$ cat config.mk
export PLATFORM = sky130hd
export DESIGN_NAME = press_gesture_decoder
export DESIGN_NICKNAME = d
export VERILOG_FILES = /design/src/rtl/press_gesture_decoder_pkg.sv /design/src/rtl/press_gesture_decoder_timer.sv /design/src/rtl/press_gesture_decoder.sv
export SDC_FILE = /design/constraint.sdc
export NUM_CORES = 1
export LEC_CHECK = 0
export CAP_MARGIN = 10
export CELL_PAD_IN_SITES_DETAIL_PLACEMENT = 1
export CELL_PAD_IN_SITES_GLOBAL_PLACEMENT = 1
export CORE_MARGIN = 4
export CORE_UTILIZATION = 40
export CTS_CLUSTER_DIAMETER = 60
export DETAILED_ROUTE_END_ITERATION = 12
export PLACE_DENSITY_LB_ADDON = 0.1
export SKIP_LAST_GASP = 1
export SLEW_MARGIN = 0
export SYNTH_ARGS = -nofsm -noshare
export SYNTH_HDL_FRONTEND = slang
export SYNTH_SLANG_ARGS = --single-unit
$ cat constraint.sdc
create_clock -name clk -period 2.1 [get_ports clk]
set_input_delay 0.42 -clock clk [delete_from_list [all_inputs] [get_ports clk]]
set_output_delay 0.42 -clock clk [all_outputs]
set_load 0.1 [all_outputs]
$ cat src/rtl/press_gesture_decoder_pkg.sv
// Shared definitions for the press gesture decoder: state encoding and timer sizing.
package press_gesture_decoder_pkg;

  typedef enum logic [2:0] {
    ST_IDLE   = 3'd0,
    ST_PRESS1 = 3'd1,
    ST_HELD   = 3'd2,
    ST_GAP    = 3'd3,
    ST_PRESS2 = 3'd4
  } state_t;

  // Timer width: enough bits to reach the larger of the two terminal counts.
  function automatic int clog2_max(input int a, input int b);
    int m;
    m = (a > b) ? a : b;
    return $clog2(m);
  endfunction

endpackage

$ cat src/rtl/press_gesture_decoder_timer.sv
// Shared gesture timer: synchronous-clear up-counter with LONG and DBL terminal-count flags.
module press_gesture_decoder_timer #(
  parameter int W       = 4,
  parameter int TC_LONG = 15,
  parameter int TC_DBL  = 7
) (
  input  logic clk,
  input  logic rst_n,
  input  logic clr,
  input  logic en,
  output logic t_long,
  output logic t_dbl
);

  localparam logic [W-1:0] TC_L = W'(TC_LONG);
  localparam logic [W-1:0] TC_D = W'(TC_DBL);

  logic [W-1:0] cnt;

  always_ff @(posedge clk or negedge rst_n) begin
    if (!rst_n) begin
      cnt <= '0;
    end else if (clr) begin
      cnt <= '0;
    end else if (en) begin
      cnt <= cnt + 1'b1;
    end
  end

  assign t_long = (cnt == TC_L);
  assign t_dbl  = (cnt == TC_D);

endmodule

$ cat src/rtl/press_gesture_decoder.sv
// Classifies conditioned button gestures into SHORT / LONG / DOUBLE pulses with a saturating count.
//
// state  | meaning
// IDLE   | no gesture in progress
// PRESS1 | first press down, timing toward LONG
// HELD   | long press reported, waiting for release
// GAP    | first press released, waiting for a second press
// PRESS2 | second press down, timing toward LONG
module press_gesture_decoder
  import press_gesture_decoder_pkg::*;
#(
  parameter int LONG_T = 16,
  parameter int DBL_T  = 8,
  parameter int CNT_W  = 8
) (
  input  logic             clk,
  input  logic             rst_n,
  input  logic             cond,
  input  logic             rising,
  input  logic             falling,
  output logic             short_press,
  output logic             long_press,
  output logic             double_press,
  output logic             holding,
  output logic             busy,
  output logic [CNT_W-1:0] gesture_count
);

  localparam int TW = clog2_max(LONG_T, DBL_T);

  state_t state, nxt;
  logic   t_long, t_dbl;
  logic   rise_ok, fall_ok;
  logic   fire_short, fire_long, fire_dbl;
  logic   tmr_clr, tmr_en;

  // Simultaneous rising and falling is a protocol violation: treat as no edge at all.
  assign rise_ok = rising & ~falling;
  assign fall_ok = falling & ~rising;

  always_comb begin
    nxt        = state;
    fire_short = 1'b0;
    fire_long  = 1'b0;
    fire_dbl   = 1'b0;
    case (state)
      ST_IDLE:   if (rise_ok) nxt = ST_PRESS1;
      ST_PRESS1: begin
        if (fall_ok) begin
          nxt = ST_GAP;
        end else if (t_long) begin
          nxt       = cond ? ST_HELD : ST_IDLE;
          fire_long = cond;
        end
      end
      ST_HELD:   if (fall_ok) nxt = ST_IDLE;
      ST_GAP: begin
        if (rise_ok) begin
          nxt = ST_PRESS2;
        end else if (t_dbl) begin
          nxt        = ST_IDLE;
          fire_short = 1'b1;
        end
      end
      ST_PRESS2: begin
        if (fall_ok) begin
          nxt      = ST_IDLE;
          fire_dbl = 1'b1;
        end else if (t_long) begin
          nxt       = cond ? ST_HELD : ST_IDLE;
          fire_long = cond;
        end
      end
      default:   nxt = ST_IDLE;
    endcase
  end

  assign tmr_clr = (nxt != state);
  assign tmr_en  = (state == ST_PRESS1) || (state == ST_GAP) || (state == ST_PRESS2);

  press_gesture_decoder_timer #(
    .W       (TW),
    .TC_LONG (LONG_T - 1),
    .TC_DBL  (DBL_T - 1)
  ) u_timer (
    .clk    (clk),
    .rst_n  (rst_n),
    .clr    (tmr_clr),
    .en     (tmr_en),
    .t_long (t_long),
    .t_dbl  (t_dbl)
  );

  always_ff @(posedge clk or negedge rst_n) begin
    if (!rst_n) begin
      state         <= ST_IDLE;
      short_press   <= 1'b0;
      long_press    <= 1'b0;
      double_press  <= 1'b0;
      holding       <= 1'b0;
      busy          <= 1'b0;
      gesture_count <= '0;
    end else begin
      state        <= nxt;
      short_press  <= fire_short;
      long_press   <= fire_long;
      double_press <= fire_dbl;
      holding      <= (nxt == ST_HELD);
      busy         <= (nxt != ST_IDLE);
      if ((fire_short | fire_long | fire_dbl) && (gesture_count != '1)) begin
        gesture_count <= gesture_count + 1'b1;
      end
    end
  end

endmodule

==> run_results.csv <==
group,metric,value,unit
run_status,status,"finished, final reports clean",
sta,post-route-min-period,1945,ps
detailed_routing,antenna_left,0,
detailed_routing,viasPerCell,5.514,
logic_synthesis,synth_seq_cells,20,
critical_path,reg2regPathDepth,6,
logic_synthesis,synth_warnings,0,
final_layout,stdcell_count,175,
logic_synthesis,async_flop_share,100.0,%
logic_synthesis,yosysUniqueCellTypes,38,
logic_synthesis,netlist_instances,115,
sta,worstMarginPinSlew,334.7,ps
pwr,power_leakage,0.0006639,µW
sta,max_freq,514.2,MHz
pwr,p_per_area,1063,nW/µm²
clock_tree,cts_buffer_depth,2,
critical_path,crit_fanout,6,
final_layout,final_area,1465,µm²
detailed_routing,dr.first_iter.drc_count,24,
placed_design,gp_congestion,0.7930,
final_layout,layout_common_cells,"24 x buf_4, 14 x dfrtp_1, 12 x nand2_1",
min_path,hp-class,"primary input to async pin",
critical_path,arrival,2150,ps
detailed_routing,drt_first_pass_iters,4,
logic_synthesis,synth-main-ff-cell,"dfrtp_1",
placed_design,io_buffers,17,
sta,hold_viol_final,0,
detailed_routing,drt-wirelength-per-cell,15.56,µm
floorplan,die_h,61.94,µm
floorplan,fp-row-count,19,
critical_path,r2r-start,"u_timer.cnt[0]",
clock_tree,cts_setup_buffers,0,
sta,maxSlewHeadroom,77.68,%
clock_tree,clk_pin_slew,120,ps
clock_tree,postCtsHoldBufs,0,
sta,finClkSkew,9.285,ps
clock_tree,clock-sinks,20,
floorplan,die-area,3836,µm²
final_layout,drive_gt1_share,31.94,%
job,cap_violations,0,
clock_tree,cts_buffers,3,
sta,setup_violations,0,
floorplan,initial_core_util,42.20,%
clock_tree,cts-root-buf,"clkbuf_4",
critical_path,start_kind,"register",
final_layout,area_growth_syn_to_layout,25.91,%
floorplan,chipWidth,61.94,µm
grt,antenna_found_initial,0,
sta,rsz0062_at_grt,"false",
logic_synthesis,synth-edff-count,0,
grt,grt_pass1_vias,1004,
clock_tree,cts_max_level,1,
detailed_routing,wl,2723,µm
sta,min_period_over_period,92.61,%
clock_tree,cts_resized,0,
logic_synthesis,synth_area,1164,µm²
grt,overflow,0,
logic_synthesis,yosysSeqAreaShare,43.01,%
floorplan,core,2758,µm²
detailed_routing,vias,965,
critical_path,critPathCaptureType,"register",
clock_tree,cts_tree,"done",
floorplan,pin_count,18,
critical_path,r2r-end,"gesture_count[1]",
logic_synthesis,syn_nets,122,
critical_path,critical_path_class,"register to register",
grt,grt_pass1_wl,4650,µm
grt,grt_max_degree,21,
pwr,peakVddDrop,0.0008216,V
critical_path,reg2reg_slack,160,ps
final_layout,final_common_cell,"buf_4",
clock_tree,worstSkewPairLatency,300,ps
sta,slew_violations,0,
placed_design,placedCellCount,171,
placed_design,dp_hpwl,2158,µm
critical_path,required,2300,ps
final_layout,diodes,0,
grt,grt_util_all_layers,16.60,%
final_layout,nNetsFinal,152,
detailed_routing,drc,0,
logic_synthesis,avgSynthCellArea,10.12,µm²
placed_design,place_area,1413,µm²
[synthesized netlist by cell type, types with 3 or more instances]
master | number | area, µm²
a21oi_1 | 6 | 30.03
a31oi_1 | 4 | 25.02
dfrtp_1 | 20 | 500.5
inv_1 | 3 | 11.26
nand2_1 | 12 | 45.04
nand2b_1 | 7 | 43.79
nand3_1 | 7 | 35.03
nand3b_1 | 4 | 30.03
nor2_1 | 9 | 33.78
xnor2_1 | 3 | 26.28
xor2_1 | 6 | 52.55
[sequential cells by signal, summed over array words and instances (netlist names)]
signal / count
double_press: 1
busy: 1
gesture_count: 8
holding: 1
u_timer.cnt: 4
long_press: 1
state: 3
short_press: 1
[kinds of logic (layout without fill, tap and decap cells)]
kind of cell / count (synthesis) / in the layout / share of synthesized area (%)
muxes: 2 / 2 / 2.258
AOI/OAI and AO/OA: 20 / 20 / 12.47
buffers and inverters: 6 / 35 / 2.473
and+or+nand+nor: 56 / 56 / 30.86
DFF: 20 / 20 / 43.01
adders and majority gates: 2 / 2 / 2.150
xor gates and xnor gates: 9 / 9 / 6.775
[cell type report]
cell class	instances	area, µm²
fillers	307	1292
multi-input cells	89	634.4
flip-flops and latches	20	508.0
repair buffers	28	220.2
well taps	31	38.79
clock inverters	1	30.03
clock buffers	3	22.52
inverters	3	11.26
[worst max-delay path: stages (launching register included)]
cell and delay (ps):
dfrtp_1 420, ha_1 270, nand3b_1 210, nor4_4 70, buf_4 150, o31ai_4 360, mux2_1 350
[per-layer routing]
layer | track usage, % | up-vias | routed length [µm]
li1 | - | 467 | -
met1 | 18.84 | 469 | 1149
met2 | 29.75 | 23 | 1393
met3 | 3.719 | 6 | 127
met4 | 6.970 | 0 | 52
met5 | 0 | - | 0
[per-stage QoR]
stage	hold WS, ps	total power [µW]	TNS [ps]	util [%]	setup slack (ps)
after detailed placement	467.1	1255	-256.8	51.23	-113.1
after floorplan	124.4	1059	0	-	232.0
after CTS	434.9	1578	0	53.13	144.5
final	437.3	1558	0	53.13	155.1
after global routing	440.9	1655	0	53.13	47.94
after global placement	470.8	1236	-109.0	51.23	-58.95
[power by group]
part	internal (µW)	switching (µW)	leakage, µW	total [µW]
Clock	193	122	0.0000279	315
Sequential	451	93.9	0.000260	545
Combinational	225	472	0.000376	698
[worst max path at each step]
stage                       end  slack (ps)  depth (start not counted)              from
3_3_place_gp   gesture_count[7]         -60                          6           falling
5_1_grt        gesture_count[1]          50                          6    u_timer.cnt[0]
6_report       gesture_count[1]         160                          6    u_timer.cnt[0]
4_1_cts        gesture_count[1]         140                          6    u_timer.cnt[0]
2_1_floorplan  gesture_count[1]         230                          3  gesture_count[7]
3_5_place_dp   gesture_count[1]        -110                          6            rising
(Power assumes the default switching activity.)
